## config.mk

```make
export PLATFORM = sky130hd
export DESIGN_NAME = map_update
export DESIGN_NICKNAME = d
export VERILOG_FILES = /design/src/rtl/map_update.sv
export SDC_FILE = /design/constraint.sdc
export NUM_CORES = 1
export LEC_CHECK = 0
export ABC_AREA = 1
export CORE_UTILIZATION = 50
export CTS_BUF_LIST = sky130_fd_sc_hd__clkbuf_8
export DETAILED_ROUTE_END_ITERATION = 10
export DONT_BUFFER_PORTS = 1
export SETUP_SLACK_MARGIN = 0.02
export SLEW_MARGIN = 20
export SYNTH_ARGS = -nofsm -noshare
export SYNTH_HDL_FRONTEND = slang
export SYNTH_SLANG_ARGS = --single-unit
```

## constraint.sdc

```tcl
create_clock -name clock -period 4.1 [get_ports clock]
set_clock_uncertainty 0.1 [all_clocks]
set_input_delay 0.82 -clock clock [delete_from_list [all_inputs] [get_ports clock]]
set_output_delay 0.82 -clock clock [all_outputs]
set_load 0.01 [all_outputs]
```

## src/rtl/map_update.sv

```systemverilog
// rtl/map_update.sv - log-odds map cell update pipeline with forwarding and full-map clear
// Optional MAP_UPDATE_STATS_EN adds free_count/occ_count write counters.
package ram_pkg;
  typedef logic [5:0] index_t;
endpackage

module map_update #(
  parameter int DATA_WIDTH = 8,
  parameter int L_OCC      = 9,
  parameter int L_FREE     = -4,
  parameter int L_INIT     = 0,
  parameter int MAP_CELLS  = 2**$bits(ram_pkg::index_t)
) (
  input  logic                  clock,
  input  logic                  reset,
  input  logic                  req_valid,
  input  ram_pkg::index_t       req_addr,
  input  logic                  req_free,
  input  logic                  clear,
  output ram_pkg::index_t       ram_raddr,
  input  logic [DATA_WIDTH-1:0] ram_rdata,
  output ram_pkg::index_t       ram_waddr,
  output logic [DATA_WIDTH-1:0] ram_wdata,
  output logic                  ram_we,
  output logic                  busy,
  output logic                  dropped
`ifdef MAP_UPDATE_STATS_EN
  ,
  output logic [31:0]           free_count,
  output logic [31:0]           occ_count
`endif
);
  typedef ram_pkg::index_t index_t;
  typedef enum logic [1:0] {IDLE, ACTIVE, DRAIN, CLEAR} state_t;

  localparam logic signed [DATA_WIDTH:0] INC_OCC  = (DATA_WIDTH+1)'(L_OCC);
  localparam logic signed [DATA_WIDTH:0] INC_FREE = (DATA_WIDTH+1)'(L_FREE);
  localparam logic [DATA_WIDTH-1:0]      INIT_VAL = DATA_WIDTH'(L_INIT);
  localparam index_t                     CLR_LAST = index_t'(MAP_CELLS - 1);

  state_t state, state_next;
  logic   accept;

  logic                  b_valid, b_free;
  index_t                b_addr;
  logic                  c_valid;
  index_t                c_addr;
  logic [DATA_WIDTH-1:0] c_data;
  logic                  p_valid;
  index_t                p_addr;
  logic [DATA_WIDTH-1:0] p_data;
  index_t                clr_addr;

  logic [DATA_WIDTH-1:0]        old_val, new_val;
  logic signed [DATA_WIDTH:0]   incr, sum;

  assign accept    = req_valid && (state == IDLE || state == ACTIVE);
  assign ram_raddr = req_addr;

  // Stage B operand: RAM data, overridden by last cycle's write, then by the stage-C result (youngest wins)
  always_comb begin
    old_val = ram_rdata;
    if (p_valid && p_addr == b_addr) old_val = p_data;
    if (c_valid && c_addr == b_addr) old_val = c_data;
    incr    = b_free ? INC_FREE : INC_OCC;
    sum     = $signed({old_val[DATA_WIDTH-1], old_val}) + incr;
    new_val = sum[DATA_WIDTH-1:0];
    if (sum[DATA_WIDTH] != sum[DATA_WIDTH-1])
      new_val = {sum[DATA_WIDTH], {(DATA_WIDTH-1){~sum[DATA_WIDTH]}}};
  end

  always_comb begin
    state_next = state;
    case (state)
      IDLE:   if (clear)          state_next = accept ? DRAIN : CLEAR;
              else if (req_valid) state_next = ACTIVE;
      ACTIVE: if (clear)          state_next = DRAIN;
              else if (!req_valid && !b_valid && !c_valid) state_next = IDLE;
      DRAIN:  if (!b_valid && !c_valid) state_next = CLEAR;
      CLEAR:  if (clr_addr == CLR_LAST) state_next = IDLE;
      default: state_next = IDLE;
    endcase
  end

  always_comb begin
    ram_we    = c_valid;
    ram_waddr = c_addr;
    ram_wdata = c_data;
    if (state == CLEAR) begin
      ram_we    = 1'b1;
      ram_waddr = clr_addr;
      ram_wdata = INIT_VAL;
    end
    busy = (state != IDLE) || b_valid || c_valid;
  end

  always_ff @(posedge clock) begin
    if (!reset) begin
      state    <= IDLE;
      b_valid  <= 1'b0;
      c_valid  <= 1'b0;
      p_valid  <= 1'b0;
      dropped  <= 1'b0;
      clr_addr <= '0;
    end else begin
      state    <= state_next;
      b_valid  <= accept;
      c_valid  <= b_valid;
      p_valid  <= c_valid;
      if (req_valid && (state == DRAIN || state == CLEAR)) dropped <= 1'b1;
      clr_addr <= (state == CLEAR) ? index_t'(clr_addr + 1'b1) : '0;
    end
  end

  always_ff @(posedge clock) begin
    b_addr <= req_addr;
    b_free <= req_free;
    c_addr <= b_addr;
    c_data <= new_val;
    p_addr <= c_addr;
    p_data <= c_data;
  end

`ifdef MAP_UPDATE_STATS_EN
  logic c_free;

  always_ff @(posedge clock) begin
    c_free <= b_free;
    if (!reset) begin
      free_count <= '0;
      occ_count  <= '0;
    end else if (c_valid) begin
      if (c_free) free_count <= free_count + 32'd1;
      else        occ_count  <= occ_count + 32'd1;
    end
  end
`endif
endmodule

```

# Word level (Yosys, flattened, before mapping)
# Index checks and enable logic that the tools add are counted.
# W data, S select, Z words.
# word_totals
wordCells	59
in_bits	19
register_bits	47
out_inout_bits	23
# classes
eq_ne	11
muxes	15
n_bitwise	1
n_addsub	2
reduce_logical	18
# ops
operator	count
$mux W8	4
$eq A6 B6 Y1	2
$mux W2	6
$add A8 B9 Y9	1
$mux W9	1
$pmux W2 S4	1
$logic_and A1 B1 Y1	7
$add A6 B1 Y6 const B	1
$eq A6 B6 Y1 const B	1
$mux W6	1
$eq A2 B2 Y1 const B	2
$logic_or A1 B1 Y1	4
$ne A2 B2 Y1 const B	2
$reduce_and A4 Y1	1
$logic_not A1 Y1	3
$ne A3 B2 Y1 const B	1
$ne A3 B3 Y1 const B	1
$eq A2 B1 Y1 const B	1
$logic_not A2 Y1	1
$mux W1	2
$reduce_and A2 Y1	1
$reduce_bool A2 Y1	1
$ne A1 B1 Y1	1
$not A1 Y1	1

# Depth between registers and ports, before layout
# Gate-level depths: netlist (run 1).
# logic_depth
ltp_word	7
mapped_depth	21

# Least setup slack after synthesis (run 1)
# OpenSTA, ideal clock, no wires.
# synth_path
path_type	flip-flop to flip-flop
start	register b_addr[4]
end	register c_data[0]
required_ns	3.885
path_stages_with_launch	16
setup_slack_ns	1.427
arrival_ns	2.458
period_less_slack_ns	2.673
setup_ns	0.115
path_cell_list	dfxtp_1 nand2_1 nand4_1 nor2_1 nand2_1 clkbuf_1 o21ai_0 o22ai_1 ha_1 a21o_1 a221oi_1 nand3_1 nand2_2 nand2_4 nand2_1 nand2_1
# synth_between
elab_chain_cells	7
elab_cells_between_ends	10
# synth_lines
item	line_no	text
start: declaration	45	index_t b_addr;
start signal: assignment	116	b_addr <= req_addr;
$eq A6 B6 Y1	63	if (p_valid && p_addr == b_addr) old_val = p_data;
$logic_and A1 B1 Y1	63	
$mux W8	63	
$mux W8 (*)	64	if (c_valid && c_addr == b_addr) old_val = c_data;
$add A8 B9 Y9 (*)	66	sum = $signed({old_val[DATA_WIDTH-1], old_val}) + incr;
$ne A1 B1 Y1 or $not A1 Y1 (tied branches)	68, 69	
$mux W8 (*)	68	if (sum[DATA_WIDTH] != sum[DATA_WIDTH-1])
named net new_val[0]	54	logic [DATA_WIDTH-1:0] old_val, new_val;
end signal: assignment	119	c_data <= new_val;
end: declaration	48	logic [DATA_WIDTH-1:0] c_data;
# The timed path passes the listed nets; every way through them passes the cells marked *.
# A chain may end at the register's enable or synchronous reset.

# Worst setup path in the final report (run 1)
# layout_path
start	register b_addr[4]
end	register c_data[5]
# Same word-level chain as after synthesis.

==> out/metrics.yaml, run 1 <==
worst_slew_margin_rel_pct: 70.2
critical_path_required_ps: 4210
wirelength_mm: 4.83
timing.critical_path.fanout_max: 13
htree_num_levels: 2
final_layout_size_suffix_gt1_share_pct: 14.8
synth_cell_types: 35
wl_per_cell_um: 12.6
design.portCount: 42
num_vias: 1884
initial_utilization_pct: 51.9
design.die.area_mm2: 0.00515
hpwl_mm: 3.76
ys_seq_elements: 47
cts.repair.resized: 0
first_pass_iters: 4
worst-setup-path-type: "flop to flop"
cts-root-buf: "sky130_fd_sc_hd__clkbuf_8"
final_design_area_no_fill_mm2: 0.00254
max_slew.worst_pin.slew_ps: 445
ir_drop_mv: 0.251
final_critical_path_share_of_the_clock_period_pct: 72.9
fill_cells: 481
viasPerCell: 4.91
antenna_cells_inserted: 0
netlist_instances: 330
area.growth.synth_to_final_pct: 4.32
core_region_area_mm2: 0.00469
skew_pair_late_insertion_delay_ps: 310
timing.critical_path.to_type: "flop"
global_route_wire_length_before_repair_mm: 8.11
globalRouteOverflowTotal: 0
first_global_vias: 1788
tns_ps: 0
antenna_found_initial: 0
clock_sinks: 47
cts_inserted_buffers: 5
chipHeight_um: 71.8
finalMaxSlewViolations: 0
status: "finished, final reports clean"
detail_route.drc_violations: 0
power_density_mw_per_mm2: 417
pre_cts_slack_ps: 1100
hold_path_class: "flop to flop"
placed_cell_area_mm2: 0.00245
grt.total_usage_pct: 20.4
io_buffers: 0
finish.net_count: 358
cts_tree: "built"
leakagePower_nw: 1.33
max-cap-violations: 0
multi_input_comb_area_mm2: 0.00122
timing_limited_maximum_frequency_mhz: 335
startpoint_type: "flop"
yosysSeqAreaShare_pct: 38.7
number_of_endpoints_failing_setup_at_the_final_stage: 0
p_total_mw: 1.06
ant_nets: 0
cts_clock_pin_slew_for_the_worst_setup_and_hold_paths_ps: 100
worst-r2r-setup-slack_ps: 1110
rows: 25
syn-num-nets: 359
post_synth.cell_area_avg_um2: 7.37
post-route-min-period_ps: 2990
placer_congestion: 0.828
yosysWarnings: 0
arrival_ps: 3100
grt_start_max_net_pins: 16
hold_viol: 0
ctsHoldBuffers: 0
clockBufferDepth: 2
cts_setup_buffers: 0
synthesized_area_mm2: 0.00243
grt_setup_unrepaired: "false"
floorplan.die.width_um: 71.8
detail_route.iter0.violations: 107
fin_ws_ps: 1110
regArea_um2: 941
[path summary, 6_finish.rpt]
path | start | end | depth (start not counted)
worst min register to register | c_data[7] | p_data[7] | 0
worst max register to register | b_addr[4] | c_data[5] | 15
worst min-delay path | c_data[7] | p_data[7] | 0
worst max-delay path | b_addr[4] | c_data[5] | 15
[kinds of logic after synthesis]
family / share of synthesized area [%]
AO/OA/AOI/OAI: 8.89
XOR/XNOR: 2.16
adder cells (fa/ha/maj): 5.14
buffers and inverters: 11.3
flip-flops: 38.7
AND/OR/NAND/NOR: 33.9
[where the power goes]
group	internal, mW	leakage, nW	total [mW]	switching [mW]
Clock	0.120	0.0495	0.285	0.165
Combinational	0.0720	0.885	0.219	0.147
Sequential	0.518	0.393	0.554	0.0362
Total	0.710	1.33	1.06	0.349
[per-layer routing]
layer	GRT usage, %	wire [µm]	up-vias
met5	0	0	-
met2	31.2	2000	31
met1	27.5	2560	815
met3	5.63	209	6
met4	6.97	57	0
li1	-	-	1032
[flip-flops by register name (all words and copies together), names as in the netlist, 2 cells and up]
register / count
p_addr: 6
c_addr: 6
state: 2
clr_addr: 6
c_data: 8
b_addr: 6
p_data: 8
[synth_stat cells (all sizes together)]
cell,number,area share (%)
buf,6,1.9
xor2,4,1.4
a21o,1,0.31
nand3,19,5.6
o21ai,16,3.3
xnor2,2,0.72
a21oi,11,2.3
inv,56,8.6
a211oi,1,0.31
nand4,6,2.7
o22ai,6,1.5
and2,1,0.26
clkinv,3,0.46
dfxtp,47,39
or2,2,0.51
nor4,1,0.26
nand2,96,17
ha,10,5.1
nor3,3,0.62
a221oi,1,0.36
o211ai,1,0.31
clkbuf,2,0.31
nor2,32,6.5
nor3b,1,0.31
a31oi,2,0.51
[per-stage QoR]
step | hold slack, ps | util, % | cells
2_1_floorplan | 231 | - | 330
3_3_place_gp | 234 | 52.2 | 376
3_5_place_dp | 238 | 52.2 | 376
4_1_cts | 257 | 54.1 | 384
5_1_grt | 260 | 54.1 | 384
6_report | 257 | 54.1 | 384
[layout make-up]
cell class                      count  share of cell area, %
Multi-Input combinational cell    216                   48.0
Inverter                           59                   8.72
Tap cell                           54                   2.66
Clock inverter                      3                  0.838
Clock buffer                        5                   2.71
Sequential cell                    47                   37.1
[cells in the final DEF, fill, tap and decap left out, drive strengths merged]
cell / count
o21ai: 16
a31oi: 2
nand4: 6
clkinv: 5
a211oi: 1
o211ai: 1
nand3: 19
inv: 57
clkbuf: 5
a221oi: 1
dfxtp: 47
nand2: 96
nor3b: 1
and2: 1
nor3: 3
xnor2: 2
nor2: 32
xor2: 4
or2: 2
ha: 10
a21oi: 11
a21o: 1
nor4: 1
o22ai: 6
[worst max-delay path: stages, from the launching register on]
cell,delay [ps]
sky130_fd_sc_hd__dfxtp_1,430
sky130_fd_sc_hd__inv_2,70
sky130_fd_sc_hd__nand2_1,80
sky130_fd_sc_hd__nand4_1,90
sky130_fd_sc_hd__nor2_1,160
sky130_fd_sc_hd__nand2_1,260
sky130_fd_sc_hd__o21ai_0,160
sky130_fd_sc_hd__o22ai_1,120
sky130_fd_sc_hd__ha_1,310
sky130_fd_sc_hd__a21o_1,190
sky130_fd_sc_hd__a221oi_1,360
sky130_fd_sc_hd__nand3_1,240
sky130_fd_sc_hd__nand2_2,150
sky130_fd_sc_hd__nand2_4,80
sky130_fd_sc_hd__nand2_1,70
sky130_fd_sc_hd__nand2_1,40
No activity file was read; power rests on OpenSTA's default activity.
==> inputs of run 2 (changes only) <==
clock period = 2.9 ns   (was 4.1 ns; I/O delays follow)
==> run 2 against run 1 <==
Largest cell class unchanged; sequential power rose by 41%; wire length fell by 1.1%; global-route usage decreased by 0.51 points; setup slack got worse by 920 ps; clock-buffer cell count stayed put.
==> out/metrics.yaml, run 2 (synthesis results as in run 1) <==
status: "finished, final reports clean"
worstReg2RegStart: "b_addr[3]"
hold_viol: 0
final_design_area_no_fill_mm2: 0.00267
antenna_found_initial: 0
grt.total_usage_pct: 19.8
power.share.clock_pct: 25.1
final_layout_size_suffix_gt1_share_pct: 21.5
initial_utilization_pct: 51.9
mostFrequentLayoutCell: "sky130_fd_sc_hd__nand2_1"
arrival_ps: 2780
num_vias: 1975
wirelength_mm: 4.77
whs_ps: 207
wl_per_cell_um: 12.1
max_slew.worst_pin.slew_ps: 414
critical-path-top-cell-by-count: "sky130_fd_sc_hd__nand2_1"
global_route_wire_length_before_repair_mm: 7.94
worst_slew_margin_rel_pct: 72.1
power_switching_uw: 475
first_global_vias: 1798
cts_inserted_buffers: 5
skew_pair_late_insertion_delay_ps: 290
crit_path_cell_trace: "inv_2 -> nand2_1 -> nand2_1 -> nor2_4 -> nand2_4 -> nor2_8 -> o21ai_0 -> o22ai_1 -> ha_1 -> a21o_1 -> a221oi_4 -> nand3_2 -> nand2_2 -> nand2_4 -> nand2_1 -> nand2_1"
clockBufferDepth: 2
finish.net_count: 369
floorplan.die.width_um: 71.8
area.growth.synth_to_final_pct: 9.77
power_density_mw_per_mm2: 557
number_of_endpoints_failing_setup_at_the_final_stage: 0
grt_start_max_net_pins: 16
hold_start: "req_addr[1]"
fill_cells: 471
timing.critical_path.fanout_max: 8
placer_congestion: 0.851
startpoint_type: "flop"
io_buffers: 0
ant_nets: 0
top_regs: "c_data x8, p_data x8"
critical_path.max_stage_delay_ps: 390
combinationalPowerShare_pct: 22.4
detail_route.iter0.violations: 95
core_region_area_mm2: 0.00469
chipHeight_um: 71.8
design.die.area_mm2: 0.00515
placed_cell_area_mm2: 0.00252
switching_share_pct: 31.9
finalMaxSlewViolations: 0
most-common-layout-cells: "78 x sky130_fd_sc_hd__nand2_1, 50 x sky130_fd_sc_hd__inv_1, 40 x sky130_fd_sc_hd__dfxtp_1, 24 x sky130_fd_sc_hd__nor2_1, 15 x sky130_fd_sc_hd__o21ai_0"
clock_sinks: 47
antenna_cells_inserted: 0
ir_drop_mv: 0.300
design.portCount: 42
internal-power_mw: 1.01
first_pass_iters: 4
timing_limited_maximum_frequency_mhz: 369
leakagePower_nw: 1.41
worst-setup-path-type: "flop to flop"
cts_tree: "built"
grt_setup_unrepaired: "false"
seq_power_share_pct: 52.6
htree_num_levels: 2
viasPerCell: 5.01
globalRouteOverflowTotal: 0
startpoint: "b_addr[3]"
cp_slowest_cell: "sky130_fd_sc_hd__dfxtp_1"
critical_path_required_ps: 2970
rows: 25
hpwl_mm: 3.72
detail_route.drc_violations: 0
final_critical_path_share_of_the_clock_period_pct: 93.5
timing.critical_path.to_type: "flop"
post-route-min-period_ps: 2710
cts-root-buf: "sky130_fd_sc_hd__clkbuf_8"
hold_path_class: "input port to flop"
max-cap-violations: 0
cts_clock_pin_slew_for_the_worst_setup_and_hold_paths_ps: 80
ctsHoldBuffers: 0
-- run 2: cell type report --
| type | count | area, µm² | area share (%) |
|---|---|---|---|
| clock buffers | 5 | 68.8 | 2.58 |
| clock inverters | 2 | 13.8 | 0.515 |
| inverters | 59 | 221 | 8.29 |
| multi-input cells | 216 | 1270 | 47.4 |
| flip-flops and latches | 47 | 950 | 35.6 |
| well taps | 54 | 67.6 | 2.53 |
| repair buffers | 11 | 82.6 | 3.09 |
-- run 2: worst paths after layout --
check	endpoint	slack, ps	cells past startpoint
max	c_data[4]	190	16
min	b_addr[1]	210	0
max reg2reg	c_data[4]	190	16
min reg2reg	p_data[1]	250	0
-- run 2: timing repair --
action | in CTS | in global routing
buffers inserted | 0 | 2
setup endpoints to repair | 7 | 8
resized for setup | 1 | 16
pin swaps | 0 | 3
-- run 2: worst max-delay path: cells and delay by family (launching register included) --
family	cells	cell delay (ps)
simple gates	10	970
flops	1	390
fa+ha+maj	1	280
buf+inv	1	50
compound gates	4	790
-- run 2: metal layers --
layer,vias up,part of all wire (%),wire length [µm],GRT usage (%)
li1,1053,-,-,-
met1,875,51,2460,27.4
met2,43,43,2060,30.5
met3,4,4.5,216,5.63
met4,0,0.94,45,5.23
met5,-,0,0,0
-- run 2: power by group through the flow --
stage	logic [mW]	registers, mW	clock network (mW)
after floorplan	0.271	0.783	0
after global routing	0.369	0.794	0.420
final	0.333	0.782	0.373
after CTS	0.322	0.782	0.386
after global placement	0.319	0.798	0
after detailed placement	0.318	0.796	0
-- run 2: per-stage QoR --
step,setup WS (ps),power (mW),util (%),setup TNS [ps],cells
final,190,1.49,56.9,0,394
after global routing,25.1,1.58,56.9,0,394
after CTS,42.0,1.49,55.5,0,392
after detailed placement,-31.0,1.11,53.6,-162,385
after global placement,-7.12,1.12,53.6,-20.7,385
after floorplan,227,1.05,-,0,330
==> inputs of run 3 (changes only) <==
HOLD_SLACK_MARGIN = 0.1   (was default)
==> results of run 3 <==
Final layout, timing and power as in run 2 (identical DEF).
